`src/rtl/imem_ctrl.sv`:
```
// imem_ctrl: sequencing and arbitration controller for the writable
// instruction memory of the RV32I pipeline. The single memory port is shared
// between IF-stage fetches (RUN) and a word-serial program loader (LOAD).
// Completing a load produces a one-cycle RESTART that pulses cpu_rst and
// ld_done, so the pipeline resumes at PC 0 with the new image.
//
// Ports:
//   clk, rstn             clock, asynchronous active-low reset
//   if_req/if_addr        fetch request and word address from IF
//   if_instr/if_valid     registered fetch result (1-cycle latency)
//   if_stall              fetch refused; IF must hold PC
//   ld_start              begin a program load (pulse)
//   ld_valid/ld_last      loader word strobe / final-word qualifier
//   ld_data               word to write
//   ld_ready              controller accepts a word this cycle
//   ld_done/cpu_rst       one-cycle end-of-load / pipeline restart pulses
//   ld_ovf                sticky: image longer than DEPTH words
//   ld_count              words written by the last/current load
//   mem_addr/we/wdata     memory port (synchronous write)
//   mem_rdata             memory combinational read data
module imem_ctrl #(
    parameter int unsigned DEPTH = 128,
    parameter int unsigned AW    = 7
) (
    input  logic          clk,
    input  logic          rstn,
    input  logic          if_req,
    input  logic [AW-1:0] if_addr,
    output logic [31:0]   if_instr,
    output logic          if_valid,
    output logic          if_stall,
    input  logic          ld_start,
    input  logic          ld_valid,
    input  logic          ld_last,
    input  logic [31:0]   ld_data,
    output logic          ld_ready,
    output logic          ld_done,
    output logic          ld_ovf,
    output logic [AW:0]   ld_count,
    output logic          cpu_rst,
    output logic [AW-1:0] mem_addr,
    output logic          mem_we,
    output logic [31:0]   mem_wdata,
    input  logic [31:0]   mem_rdata
);

    typedef enum logic [1:0] {
        S_RUN,
        S_LOAD,
        S_RESTART
    } state_e;

    localparam logic [AW:0]   COUNT_MAX = (AW+1)'(DEPTH);
    localparam logic [AW-1:0] LAST_PTR  = AW'(DEPTH - 1);

    state_e        state_q, state_d;
    logic [AW-1:0] load_ptr_q, load_ptr_d;
    logic [AW:0]   count_q, count_d;
    logic          ovf_q, ovf_d;
    logic [31:0]   instr_q, instr_d;
    logic          valid_q, valid_d;

    always_ff @(posedge clk or negedge rstn) begin
        if (!rstn) begin
            state_q    <= S_RUN;
            load_ptr_q <= '0;
            count_q    <= '0;
            ovf_q      <= 1'b0;
            instr_q    <= '0;
            valid_q    <= 1'b0;
        end else begin
            state_q    <= state_d;
            load_ptr_q <= load_ptr_d;
            count_q    <= count_d;
            ovf_q      <= ovf_d;
            instr_q    <= instr_d;
            valid_q    <= valid_d;
        end
    end

    always_comb begin
        state_d    = state_q;
        load_ptr_d = load_ptr_q;
        count_d    = count_q;
        ovf_d      = ovf_q;
        instr_d    = instr_q;
        valid_d    = 1'b0;
        if_stall   = 1'b0;
        ld_ready   = 1'b0;
        ld_done    = 1'b0;
        cpu_rst    = 1'b0;
        mem_addr   = '0;
        mem_we     = 1'b0;
        mem_wdata  = '0;

        unique case (state_q)
            S_RUN: begin
                mem_addr = if_addr;
                // A fetch in the ld_start cycle is still served.
                if (if_req) begin
                    instr_d = mem_rdata;
                    valid_d = 1'b1;
                end
                if (ld_start) begin
                    state_d    = S_LOAD;
                    load_ptr_d = '0;
                    count_d    = '0;
                    ovf_d      = 1'b0;
                end
            end

            S_LOAD: begin
                if_stall  = 1'b1;
                ld_ready  = 1'b1;
                mem_addr  = load_ptr_q;
                mem_wdata = ld_data;
                mem_we    = ld_valid;
                if (ld_valid) begin
                    load_ptr_d = load_ptr_q + 1'b1;
                    if (count_q != COUNT_MAX) begin
                        count_d = count_q + 1'b1;
                    end
                    if (ld_last) begin
                        state_d = S_RESTART;
                    end else if (load_ptr_q == LAST_PTR) begin
                        // Memory full but image not finished: stop accepting.
                        state_d = S_RESTART;
                        ovf_d   = 1'b1;
                    end
                end
            end

            S_RESTART: begin
                if_stall = 1'b1;
                cpu_rst  = 1'b1;
                ld_done  = 1'b1;
                state_d  = S_RUN;
            end

            default: begin
                state_d = S_RUN;
            end
        endcase
    end

    assign if_instr = instr_q;
    assign if_valid = valid_q;
    assign ld_ovf   = ovf_q;
    assign ld_count = count_q;

endmodule

```
`config.mk`:
```
export PLATFORM = sky130hd
export DESIGN_NAME = imem_ctrl
export DESIGN_NICKNAME = d
export VERILOG_FILES = /design/src/rtl/imem_ctrl.sv
export SDC_FILE = /design/constraint.sdc
export NUM_CORES = 1
export LEC_CHECK = 0
export ABC_CLOCK_PERIOD_IN_PS = 2700
export CAP_MARGIN = 20
export CORE_MARGIN = 4
export CORE_UTILIZATION = 37
export CTS_CLUSTER_SIZE = 30
export DETAILED_ROUTE_END_ITERATION = 12
export GPL_ROUTABILITY_DRIVEN = 1
export PLACE_DENSITY = 0.87
export SYNTH_ARGS = -nofsm -noshare
export SYNTH_HDL_FRONTEND = slang
export SYNTH_SLANG_ARGS = --single-unit
```
`constraint.sdc`:
```
create_clock -name clk -period 2.7 [get_ports clk]
set_input_delay 0.675 -clock clk [delete_from_list [all_inputs] [get_ports clk]]
set_output_delay 0.675 -clock clk [all_outputs]
set_load 0.01 [all_outputs]
```
* Word-level counts from Yosys, hierarchy flattened
Index checks and enable logic that the tools add are counted.
** Storage, ports and cells
- Flip-flop bits (word level) :: 51
- Bits in latches :: 0
- Memory bits (writable) :: 0
- ROM bits :: 0
- Input bits :: 77
- Output and inout bits :: 86
- Memories :: 0
** Operators by class
- $add $sub $neg :: 2
- Multiply operators :: 0
- Divide/modulo/power cells :: 0
- Order comparisons :: 0
- Equal/unequal tests :: 10
- Shift-type cells :: 0
- Multiplexer cells :: 25
- Bitwise logic cells :: 0
- Reduce and logical (&&, ||, !) cells :: 8
** Operators by type and width (count)
- 32-bit two-way mux :: 1
- 7-bit case mux with 2 select lines :: 2
- 8-bit two-way mux :: 3
- 8-bit case mux with 2 select lines :: 1
- 7-bit two-way mux :: 2
- 1-bit two-way mux :: 10
- 2-bit != test, second input constant :: 5
- 8-bit by 1-bit adder with 8-bit output, second input constant :: 1
- 2-bit two-way mux :: 4
- 8-bit != test, second input constant :: 1
- 7-bit by 1-bit adder with 7-bit output, second input constant :: 1
- 7-bit == test, second input constant :: 1
- 3-bit AND reduction :: 2
- 5-bit AND reduction :: 1
- 2-bit case mux with 2 select lines :: 1
- 4-bit AND reduction :: 1
- 3-bit != test, second input constant :: 1
- 2-bit by 1-bit == test with 1-bit output, second input constant :: 1
- 2-bit == test, second input constant :: 1
- 2-bit logical NOT :: 1
- 1-bit case mux with 2 select lines :: 1
- 2-bit AND reduction :: 1
- 2-bit nonzero test :: 1
- 2-bit OR reduction :: 1

* Longest topological paths before layout
- Word-level depth :: 5
- Mapped depth :: 8
- Depth with buffers taken out :: 6

* Least setup slack after synthesis
OpenSTA, ideal clock, no wires.
- Path kind :: register -> output
- Start :: reg state_q[1]
- End :: out mem_wdata[10]
- Data arrival time :: 1.478 ns
- Required time :: 2.025 ns
- Slack :: 0.547 ns
- Cell stages (with the launch flop) :: 7
- Path buffers :: 3
- Cells stage by stage :: dfrtp_1 -> inv_1 -> ha_1 -> buf_6 -> clkbuf_1 -> clkbuf_1 -> and2_1
** On the way
- Word-level cells in the longest chain between the ends :: 2
** Ends and longest elaborated chain
- from (decl) :: line 56 : state_e state_q, state_d;
- from (signal assigned) :: line 72 : state_q <= state_d;
- 2-bit by 1-bit == test with 1-bit output :: line 96 : unique case (state_q)
- 32-bit two-way mux :: line 96
- to (decl) :: line 43 : output logic [31:0] mem_wdata,
No other way between the ends.

* Worst setup path in the final report
- Start :: reg state_q[1]
- End :: out mem_wdata[15]
Same word-level chain as after synthesis.

==> flow_summary.yaml <==
status:
  status: "finished, final reports clean"
critical_path:
  critical-path-max-stage-delay_ns: 0.54
  crit_arrival_ns: 1.91
  cp_max_fo: 26
  r2r-end: "ld_count[1]"
  critPathLaunchType: "register"
  path_buf_inv: 3
  rr_worst_depth: 7
  required_ns: 2.03
  rrSetupSlack_ns: 0.25
  rr_startpoint: "state_q[1]"
  worstSetupPathType: "reg -> out"
  path_cells: "inv_1 -> ha_4 -> clkbuf_16 -> and2_1 -> clkdlybuf4s50_1"
  slowest_stage: "clkdlybuf4s50_1"
  end_kind: "primary output"
  crit_family: "buffers and inverters"
drt:
  m1WireLength_mm: 3.01
  wl_met2_mm: 4.15
  detail_route.wl_per_cell_um: 16.4
  drt-total-wl_mm: 8.11
  first_pass_iters: 4
  drt_iter0_drc: 88
  wl_met3_um: 786
  drcViolationCount: 0
  ant_nets: 0
  highest_layer: "met4"
  drt-vias-per-instance: 5.02
  vias: 2486
die:
  core-area_sq_um: 6790
  die_height_um: 91.8
  die-area_sq_um: 8420
  rows: 30
  io_pins: 163
  initial_utilization: 0.382
  dieWidth_um: 91.8
finish:
  antennaDiodeCount: 0
  final_cell_mix: "clkdlybuf4s50_1 (160), dfrtp_1 (51), and2_1 (33), mux2_2 (32), nor2_1 (12)"
  stdcell_area_sq_um: 4490
  layout-drive-gt1-share: 0.138
  layout_commonest_cell: "clkdlybuf4s50_1"
  final_nets: 481
  num-fill-cells: 532
  final_cells: 495
  syn_to_final_growth_pct: 73.1
clock_tree:
  clock-sinks: 51
  clk_path_buf_depth: 2
  tritoncts: "done"
  insertion_delay_ns: 0.29
  clkTransAtPathRegs_ns: 0.09
  h-tree-depth: 2
  numCtsBuffers: 5
  cts_root_buf: "clkbuf_8"
  cts_setup_buffers: 0
synthesis:
  yosys.cell_types.count: 39
  synth_xor_area_frac: 0.0169
  yosysSeqAreaShare: 0.492
  syn_area_per_cell_sq_um: 11.1
  netlist_area_sq_um: 2600
  yosys.area_share.simple: 0.191
  netlist_instances: 233
  synth-compound-area-share: 0.0795
  synth_top_family_by_area: "simple AND/OR/NAND/NOR gates"
  muxShareOfSynthArea: 0.154
  ys_ff_latch: 51
  yosys_warnings: 0
  synth_nets: 316
  synth_adder_area_share: 0.0289
global_routing:
  track_usage: 0.184
  grt_max_degree: 54
  grt_antenna_before_repair: 0
  overflow: 0
  grt_pass1_wl_mm: 12.6
  grt_pass1_vias: 2532
sta:
  fmax_mhz: 387
  setup_viol: 0
  slew_viol_final: 0
  finalCritPeriodShare: 0.958
  rsz0062_at_grt: "no"
  hold_viol_final: 0
  whs_ns: 0.242
  finalSetupTns_ns: 0
  tightest_slew_ns: 0.769
  fin_skew_ns: 0.00549
  relSlewSlack: 0.486
  period_needed_ns: 2.59
pwr:
  vdd_drop_max_uv: 493
  p_total_mw: 4.57
  leakagePower_nw: 1.84
  cellPowerDensity_nw_per_um2: 1020
placement:
  place_area_sq_um: 4330
  dp_hpwl_mm: 6.38
  port_buffers: 162
  place_congestion: 0.832
  dpl.cell_count: 486
job:
  cap_violations: 0
worst_hold_path:
  hp-class: "in -> async"
sequential cells by signal (all words and copies together) (netlist names):
name / flops
ld_count: 8
ld_ovf: 1
if_valid: 1
load_ptr_q: 7
if_instr: 32
state_q: 2
worst reg2reg max path, cell delays in order (launching register included):
cell     delay (ns)
dfrtp_1        0.43
inv_1          0.13
ha_2           0.31
buf_4          0.19
nor2b_1        0.63
nor3_1         0.30
nand2_1        0.19
mux2i_1        0.19
through the flow:
| stage | setup slack (ns) | utilization |
|---|---|---|
| global placement | 0.145 | 0.638 |
| CTS | 0.0000875 | 0.656 |
| detailed placement | 0.172 | 0.638 |
| finish | 0.114 | 0.662 |
| floorplan | 0.547 | - |
| global route | 0.0235 | 0.662 |
repair_timing:
action	CTS	global route
endpoints found under the setup margin	34	37
resized for setup	2	2
cloned	0	1
hold buffers	0	0
Yosys cell counts, drive strengths merged:
cell	instances	area (sq um)
buf	7	48.8
a31o	1	8.76
a21oi	5	25.0
ha	6	75.1
a31oi	1	6.26
mux2	32	360
nor2b	3	26.3
xnor2	5	43.8
mux2i	4	40.0
and2	33	206
nand4	2	12.5
and4	1	8.76
nor2	12	45.0
or3	4	30.0
nand3b	2	15.0
clkbuf	6	22.5
o21ai	6	30.0
o31ai	1	7.51
nor4bb	1	10.0
nor3	3	15.0
nand2b	2	12.5
o211ai	2	15.0
a41o	1	10.0
nand3	7	35.0
o2bb2ai	1	8.76
nand2	10	37.5
nor4b	2	17.5
inv	7	26.3
o311ai	1	8.76
dfrtp	51	1280
a211oi	2	15.0
a32o	1	10.0
a22o	7	61.3
nor4	4	25.0
per-layer routing:
metal / global-route usage / vias up
li1: - / 1146
met1: 0.201 / 1201
met2: 0.335 / 124
met3: 0.0673 / 15
met4: 0.0520 / 0
met5: 0 / -
layout make-up:
cell class,count,area [sq um],area share
sequential,51,1280,0.284
timing repair buffer,171,1710,0.381
inverter,7,26.3,0.00585
tap,96,120,0.0267
clock buffer,6,82.6,0.0184
multi-input combinational,162,1240,0.275
clock inverter,2,38.8,0.00863
report_power, final:
part,total [mW],internal [mW],switching (mW)
clock,0.557,0.305,0.252
combinational,2.72,1.59,1.13
sequential,1.29,1.08,0.210
how the worst max path moves through the flow:
| stage | from | end | slack [ns] | cells past startpoint |
|---|---|---|---|---|
| after global routing | state_q[1] | mem_wdata[1] | 0.02 | 5 |
| after detailed placement | if_addr[6] | mem_addr[6] | 0.17 | 3 |
| after CTS | state_q[1] | mem_addr[4] | 0.00009 | 5 |
| after global placement | ld_data[9] | mem_wdata[9] | 0.15 | 3 |
| after floorplan | state_q[1] | mem_wdata[10] | 0.55 | 6 |
| final | state_q[1] | mem_wdata[15] | 0.11 | 5 |
cell families (layout without fill, tap and decap cells):
group,Yosys count,after routing
simple gates,86,86
flops,51,51
mux,36,36
compound gates,29,29
buf+inv,20,186
fa+ha+maj,6,6
xor+xnor,5,5
No activity file was read; power rests on OpenSTA's default activity.
